## src/rtl/mem_bus_ctrl.sv

```systemverilog
// mem_bus_ctrl
//   CPU-side bus controller in front of a synchronous-read block RAM
//   (1-cycle read latency) and a slow, stretchable IO space. One CPU
//   request is handled at a time over a REQ/ACK handshake. The word address
//   latched at accept is decoded to RAM, IO or unmapped. Slow IO accesses are
//   bounded by a wait-cycle timeout.
//
//   Ports
//     CLK, RESET       clock (rising edge), asynchronous active-high reset
//     CPU_A/DI/WR/REQ  CPU request: word address, write data, write flag,
//                      request (held until ACK)
//     CPU_DO/ACK/ERR   read data, one-cycle completion pulse, error flag
//                      (unmapped or IO timeout); DO/ERR hold until next capture
//     MEM_A/I/CS/WR    RAM address, write data, enable, write enable
//     MEM_O            RAM read data, valid the cycle after MEM_CS
//     IO_A/DO/CS/WR    IO address (low 16 bits), write data, select, write
//     IO_DI, IO_WAIT   IO read data (combinational), stretch request
//
//   Every output is a register; the comb process computes next values.
module mem_bus_ctrl #(
  parameter int unsigned MEM_AW    = 9,
  parameter int unsigned TIMEOUT   = 15,
  parameter logic [31:0] UNMAP_VAL = 32'h0
) (
  input  logic        CLK,
  input  logic        RESET,
  input  logic [31:0] CPU_A,
  input  logic [31:0] CPU_DI,
  input  logic        CPU_WR,
  input  logic        CPU_REQ,
  output logic [31:0] CPU_DO,
  output logic        CPU_ACK,
  output logic        CPU_ERR,
  output logic [31:0] MEM_A,
  output logic [31:0] MEM_I,
  output logic        MEM_CS,
  output logic        MEM_WR,
  input  logic [31:0] MEM_O,
  output logic [15:0] IO_A,
  output logic [31:0] IO_DO,
  output logic        IO_CS,
  output logic        IO_WR,
  input  logic [31:0] IO_DI,
  input  logic        IO_WAIT
);

  typedef enum logic [2:0] {
    S_IDLE, S_MEM, S_MEMCAP, S_IO, S_DONE
  } state_t;

  typedef enum logic [1:0] {
    R_RAM, R_IO, R_UNMAP
  } region_t;

  // The wait counter is compared against TIMEOUT-1: the cycle in which it
  // matches is the TIMEOUT-th waited cycle, so IO_CS is high for exactly
  // TIMEOUT cycles when IO_WAIT never releases.
  localparam logic [7:0] WAIT_LAST = 8'(TIMEOUT - 1);

  // Full 32-bit compares: high address bits never alias into RAM or IO.
  function automatic region_t decode(input logic [31:0] a);
    if ((a >> MEM_AW) == 32'd0)
      return R_RAM;
    if (a[31:16] == 16'd0 && a[15:14] == 2'b11)
      return R_IO;
    return R_UNMAP;
  endfunction

  state_t      state, state_d;
  logic        wr_q, wr_d;
  logic [7:0]  wcnt, wcnt_d;

  logic [31:0] cpu_do_d;
  logic        cpu_ack_d, cpu_err_d;
  logic [31:0] mem_a_d, mem_i_d;
  logic        mem_cs_d, mem_wr_d;
  logic [15:0] io_a_d;
  logic [31:0] io_do_d;
  logic        io_cs_d, io_wr_d;

  always_comb begin
    state_d   = state;
    wr_d      = wr_q;
    wcnt_d    = wcnt;
    cpu_do_d  = CPU_DO;
    cpu_err_d = CPU_ERR;
    cpu_ack_d = 1'b0;
    mem_a_d   = MEM_A;
    mem_i_d   = MEM_I;
    mem_cs_d  = 1'b0;
    mem_wr_d  = 1'b0;
    io_a_d    = IO_A;
    io_do_d   = IO_DO;
    io_cs_d   = 1'b0;
    io_wr_d   = 1'b0;

    unique case (state)
      S_IDLE: begin
        if (CPU_REQ) begin
          wr_d = CPU_WR;
          unique case (decode(CPU_A))
            R_RAM: begin
              mem_a_d  = CPU_A;
              mem_i_d  = CPU_DI;
              mem_cs_d = 1'b1;
              mem_wr_d = CPU_WR;
              state_d  = S_MEM;
            end
            R_IO: begin
              io_a_d  = CPU_A[15:0];
              io_do_d = CPU_DI;
              io_cs_d = 1'b1;
              io_wr_d = CPU_WR;
              wcnt_d  = 8'd0;
              state_d = S_IO;
            end
            default: begin
              cpu_do_d  = UNMAP_VAL;
              cpu_err_d = 1'b1;
              cpu_ack_d = 1'b1;
              state_d   = S_DONE;
            end
          endcase
        end
      end

      S_MEM: begin
        if (wr_q) begin
          cpu_do_d  = 32'd0;
          cpu_err_d = 1'b0;
          cpu_ack_d = 1'b1;
          state_d   = S_DONE;
        end else begin
          state_d = S_MEMCAP;
        end
      end

      // RAM output is valid now, one cycle after the enable cycle.
      S_MEMCAP: begin
        cpu_do_d  = MEM_O;
        cpu_err_d = 1'b0;
        cpu_ack_d = 1'b1;
        state_d   = S_DONE;
      end

      S_IO: begin
        if (!IO_WAIT) begin
          cpu_do_d  = wr_q ? 32'd0 : IO_DI;
          cpu_err_d = 1'b0;
          cpu_ack_d = 1'b1;
          state_d   = S_DONE;
        end else if (wcnt == WAIT_LAST) begin
          cpu_do_d  = 32'd0;
          cpu_err_d = 1'b1;
          cpu_ack_d = 1'b1;
          state_d   = S_DONE;
        end else begin
          wcnt_d  = wcnt + 8'd1;
          io_cs_d = 1'b1;
          io_wr_d = wr_q;
        end
      end

      S_DONE: state_d = S_IDLE;

      default: state_d = S_IDLE;
    endcase
  end

  always_ff @(posedge CLK or posedge RESET) begin
    if (RESET) begin
      state   <= S_IDLE;
      wr_q    <= 1'b0;
      wcnt    <= 8'd0;
      CPU_DO  <= 32'd0;
      CPU_ACK <= 1'b0;
      CPU_ERR <= 1'b0;
      MEM_A   <= 32'd0;
      MEM_I   <= 32'd0;
      MEM_CS  <= 1'b0;
      MEM_WR  <= 1'b0;
      IO_A    <= 16'd0;
      IO_DO   <= 32'd0;
      IO_CS   <= 1'b0;
      IO_WR   <= 1'b0;
    end else begin
      state   <= state_d;
      wr_q    <= wr_d;
      wcnt    <= wcnt_d;
      CPU_DO  <= cpu_do_d;
      CPU_ACK <= cpu_ack_d;
      CPU_ERR <= cpu_err_d;
      MEM_A   <= mem_a_d;
      MEM_I   <= mem_i_d;
      MEM_CS  <= mem_cs_d;
      MEM_WR  <= mem_wr_d;
      IO_A    <= io_a_d;
      IO_DO   <= io_do_d;
      IO_CS   <= io_cs_d;
      IO_WR   <= io_wr_d;
    end
  end

endmodule

```

## config.mk

```make
export PLATFORM = sky130hd
export DESIGN_NAME = mem_bus_ctrl
export DESIGN_NICKNAME = d
export VERILOG_FILES = /design/src/rtl/mem_bus_ctrl.sv
export SDC_FILE = /design/constraint.sdc
export NUM_CORES = 1
export LEC_CHECK = 0
export CORE_ASPECT_RATIO = 1.4
export CORE_UTILIZATION = 44
export CTS_BUF_LIST = sky130_fd_sc_hd__clkbuf_8
export CTS_CLUSTER_DIAMETER = 100
export DETAILED_ROUTE_END_ITERATION = 12
export PLACE_DENSITY = 0.83
export SYNTH_ARGS = -nofsm -noshare
export SYNTH_HDL_FRONTEND = slang
export SYNTH_SLANG_ARGS = --single-unit
```

## constraint.sdc

```tcl
create_clock -name CLK -period 9.25 [get_ports CLK]
set_clock_uncertainty 0.2 [all_clocks]
set_input_delay 2.775 -clock CLK [delete_from_list [all_inputs] [get_ports CLK]]
set_output_delay 2.775 -clock CLK [all_outputs]
set_load 0.01 [all_outputs]
```

# Word-level counts from Yosys, hierarchy flattened
# Index checks and enable logic that the tools add are counted.
totals:
  regBits: 162
  latchBits: 0
  mem_bits_rw: 0
  mem_bits_ro: 0
  inputBits: 133
  output_inout_bits: 150
  elab_cells: 101
  n_memories: 0
op_classes:
  addsub: 1
  n_mul: 0
  div_mod_pow: 0
  n_lt_le_gt_ge: 0
  eq_ne: 13
  n_shift: 0
  mux: 59
  bitwise_logic: 0
  reduce_logical: 14
ops:
  columns: ["cell", "n"]
  rows:
  - ["$mux W32", 6]
  - ["$pmux W32 S4", 1]
  - ["$logic_not A32 Y1", 1]
  - ["$mux W8", 4]
  - ["$mux W1", 31]
  - ["$logic_not A16 Y1", 1]
  - ["$pmux W8 S2", 1]
  - ["$mux W2", 6]
  - ["$mux W3", 4]
  - ["$pmux W3 S4", 1]
  - ["$ne A2 B2 Y1 const B", 5]
  - ["$reduce_and A5 Y1", 2]
  - ["$add A8 B1 Y8 const B", 1]
  - ["$eq A8 B4 Y1 const B", 1]
  - ["$pmux W1 S4", 2]
  - ["$eq A3 B2 Y1 const B", 2]
  - ["$pmux W3 S2", 1]
  - ["$reduce_and A3 Y1", 2]
  - ["$pmux W1 S2", 2]
  - ["$reduce_and A2 Y1", 2]
  - ["$reduce_bool A4 Y1", 1]
  - ["$eq A3 B1 Y1 const B", 1]
  - ["$logic_not A3 Y1", 1]
  - ["$ne A3 B3 Y1 const B", 1]
  - ["7 further kinds", 7]

# Depth between registers and ports, before layout
depth:
  word_depth: 16
  depth_mapped: 8

# Worst setup path after synthesis
# No wires, ideal clock.
synth_timing:
  path_kind: "input to register"
  startpoint: "in CPU_A[12]"
  endpoint: "reg MEM_A[0]"
  setup_time_ns: 0.125
  arrival_time_ns: 4.440
  path_slack_ns: 4.485
  path_stages: 6
  n_path_buf: 2
  path_cell_list: "or4_4 nor4_1 and4_1 buf_2 buf_4 mux2_2"
synth_between:
  elab_chain_cells: 9
synth_rtl:
  columns: ["element", "line", "text"]
  rows:
  - ["from (decl)", "27", "input logic [31:0] CPU_A,"]
  - ["$logic_not A32 Y1", "62", "if ((a >> MEM_AW) == 32'd0)"]
  - ["$mux W1", "62", null]
  - ["$mux W1", "99", "if (CPU_REQ) begin"]
  - ["$mux W1", "97", "unique case (state)"]
  - ["$mux W2", "64", "if (a[31:16] == 16'd0 && a[15:14] == 2'b11)"]
  - ["$mux W2", "99", null]
  - ["$mux W2", "97", null]
  - ["$logic_not A2 Y1", "101", "unique case (decode(CPU_A))"]
  - ["$reduce_and A3 Y1 (no source line)", null, null]
  - ["to (signal assigned)", "193", "MEM_A <= mem_a_d;"]
  - ["to (decl)", "34", "output logic [31:0] MEM_A,"]
# Every way passes these cells. The select of a mux whose other input is x is not followed.
# A chain may end at the register's enable or synchronous reset.

# Worst setup path after layout
layout_timing:
  startpoint: "in CPU_A[12]"
  endpoint: "reg MEM_I[6]"
layout_between:
  elab_chain_cells: 9
layout_rtl:
  columns: ["element", "line", "text"]
  rows:
  - ["$logic_not A32 Y1", "62", null]
  - ["$mux W1", "62", null]
  - ["$mux W1", "99", null]
  - ["$mux W1", "97", null]
  - ["$mux W2", "64", null]
  - ["$mux W2", "99", null]
  - ["$mux W2", "97", null]
  - ["$logic_not A2 Y1", "101", null]
  - ["$reduce_and A3 Y1 (no source line)", null, null]
  - ["to (signal assigned)", "194", "MEM_I <= mem_i_d;"]
  - ["to (decl)", "35", "output logic [31:0] MEM_I,"]
# Every way passes these cells. The select of a mux whose other input is x is not followed.

==> impl_results.md <==
* TritonCTS clock tree: built
* Post-cts resize count at 0
* Synthesized flop and latch total at 162
* Initial DRC count at 247
* Tmin final at approximately 5.3 ns
* Syn Inst Count at approximately 480
* Area Overhead vs Synth at 50.0%
* Worst setup EP type: flop
* Register area share after synthesis at 61.5%
* Max clock buf depth at 2
* Layout cells sized above 1 at 22.2%
* Setup bufs post-CTS at 0
* Critical path class: in2reg
* Hold path start: IO_A[15]
* Drt wl/cell at ~19 um
* Unique masters post-synth at 45
* Latest clock arrival within the worst-skew pair at 0.44 ns
* Die ar. at approximately 15000 um^2
* Peak supply drop at 0.000112 V
* Worst R2R Setup Slack at 5.84 ns
* Rows at 52
* Area leader, netlist: dfrtp_1
* Vias/cell at 5.17
* R2r startpoint: wcnt[0]
* Syn nets at between 600 and 700
* Drt pass-1 iters at 4
* Slew Limit Headroom at between 30% and 40%
* Crit-path max FO at 64
* Drt drc at 0
* Total track usage at 24.1%
* Vias at 4970
* Setup TNS at 0 ns
* # nets final at 894
* Post-synth top cells: dfrtp_1, mux2_2, inv_1
* Largest cells by area after synthesis: dfrtp_1, mux2_2, o21ai_2, a22oi_1, nor2b_1
* Routed wire length at ~18000 um
* Largest net degree at the start of global routing at just over 90
* Core Area at 14600 um^2
* Post-placement setup slack at about 3.5 ns
* Post-route setup slack at 3.92 ns
* Synth Flop Type: dfrtp_1
* P per Cell Area at 130 nW/um^2
* Clock-pin slew on the worst setup and hold paths at 0.08 ns
* Synthesized area per cell at 13.8 um^2
* Pins Over Slew Limit at 0
* Num CTS Buffers at 17
* Vias in the first global route at approximately 5500
* Critical R2R Capture: CPU_DO[8]
* Count leader, synth: dfrtp_1
* Root buffer cell: clkbuf_8
* Share of the synthesized area in the top cell type at around three fifths
* Status: complete, no violations
* Hold Path End: IO_A[15]
* Post-synth EDFFs at 0
* Worst hold slack at ~0.28 ns
* Post-Syn Area at between 6000 and 7000 um^2
* Reg2reg path depth at 7
* Hold buffer count at cts at 0
* Hold path depth at 1
* Synthesis Warnings at 0
* Global placement routability congestion at roughly 0.84
* Gr ovfl total at 0
* Min-Delay Path Class: reg2reg
* Top Ports at 283
* Crit share post-route at just under 60%
* Slew at the pin with the worst max-slew slack at between 0.9 and 1 ns
* Fraction of registers with async set/reset at 100%
* RSZ-0062 raised after global routing: false
* HPWL Detailed at about 13000 um
* Critical path data arrival time at between 5 and 6 ns
* IO buf count at ~280
* P_leak at ~4.4 nW
* Die W at around 110 um
* Final Setup Violations at 0
* Die Y at roughly 150 um
* Startpoint type of the worst setup path: input port
* Endpoints failing hold at 0
* Post-route ant nets at 0
* Initial antenna violation count at 4
* Clock Sink Count at 162
* Achievable frequency at ~190 MHz
* WP data required at 9.37 ns
* Initial Utilization at between 40 and 50%
* Max-cap viol count at 0
* Htree depth at 4
* First-pass GRT wire length at roughly 29000 um
-- registers in the layout, indices dropped and copies added (netlist names), 3 cells and up --
| register | count |
|---|---|
| IO_DO | 32 |
| MEM_A | 32 |
| MEM_I | 32 |
| IO_A | 16 |
| wcnt | 8 |
| state | 3 |
| CPU_DO | 32 |
-- cell usage in the layout, fill, tap and decap left out, types with 2 or more instances in the layout --
cell type        synthesis  final
clkbuf_8                 0     17
inv_6                    0      7
or2_2                    2      2
nor3_1                   3      2
inv_1                   36     35
o21ai_0                  8      8
mux2_2                  90     90
o211ai_1                 2      2
nor2b_1                 23     23
nor4_1                   6      6
clkinv_2                 0      2
buf_4                    4      6
nor2_1                   5      4
o21ai_2                 30     30
inv_8                    0      4
nand3_1                  5      5
clkdlybuf4s50_1          0    282
o21a_1                   2      2
nand2_1                  8      8
a22oi_1                 32     32
ha_1                     2      2
dfrtp_1                162    162
nand4_1                  2      2
a21oi_1                  4      4
a31oi_1                  4      4
and2_1                   3      3
and3_1                   3      3
-- layout make-up --
type | count | area [um^2]
fill | 1077 | 4690
clock buffer | 17 | 234
timing repair buffer | 288 | 2870
tap | 189 | 236
multi-input combinational | 254 | 2210
sequential | 162 | 4050
antenna | 1 | 2.50
clock inverter | 15 | 140
inverter | 36 | 140
-- per-layer routing --
metal  vias up  GRT usage [%]  part of all wire, %
met4         6           10.0                  3.0
met2       231           43.2                   52
li1       2256              -                    -
met5         -              0                 0.27
met3        40           9.23                  9.6
met1      2437           25.0                   35
-- critical path, stage by stage --
cell and delay [ns]:
clkdlybuf4s50_1 0.43, or4_4 0.55, nor4_1 0.33, and4_2 0.27, buf_4 0.59, mux2_2 0.42
-- stage by stage --
| stage | power [mW] | util [%] | cell area (um^2) | instances |
|---|---|---|---|---|
| final | 1.29 | 67.8 | 9890 | 962 |
| after CTS | 1.30 | 67.8 | 9880 | 961 |
| after global routing | 1.34 | 67.8 | 9880 | 961 |
| after floorplan | 0.747 | - | 6590 | 478 |
| after global placement | 0.810 | 65.3 | 9510 | 929 |
| after detailed placement | 0.812 | 65.3 | 9510 | 929 |
-- power breakdown --
part	switching, mW	internal (mW)
combinational	0.0342	0.0530
sequential	0.00188	0.709
clock	0.290	0.200
-- worst max-delay path by stage --
stage | to | start | slack [ns]
2_1_floorplan | CPU_ACK | RESET | 1.90
3_3_place_gp | MEM_I[14] | CPU_A[12] | 3.57
3_5_place_dp | MEM_I[13] | CPU_A[12] | 3.46
4_1_cts | MEM_I[8] | CPU_A[12] | 3.96
5_1_grt | MEM_I[6] | CPU_A[12] | 3.80
6_report | MEM_I[6] | CPU_A[12] | 3.92
-- cell families after synthesis --
group / Yosys count / share of synthesized area, %
AND/OR/NAND/NOR: 69 / 6.27
flip-flops: 162 / 61.5
buffers and inverters: 62 / 5.20
adder cells (fa/ha/maj): 2 / 0.380
multiplexers: 90 / 15.4
AO/OA/AOI/OAI: 93 / 11.3
Power figures use the tool's default switching activity.
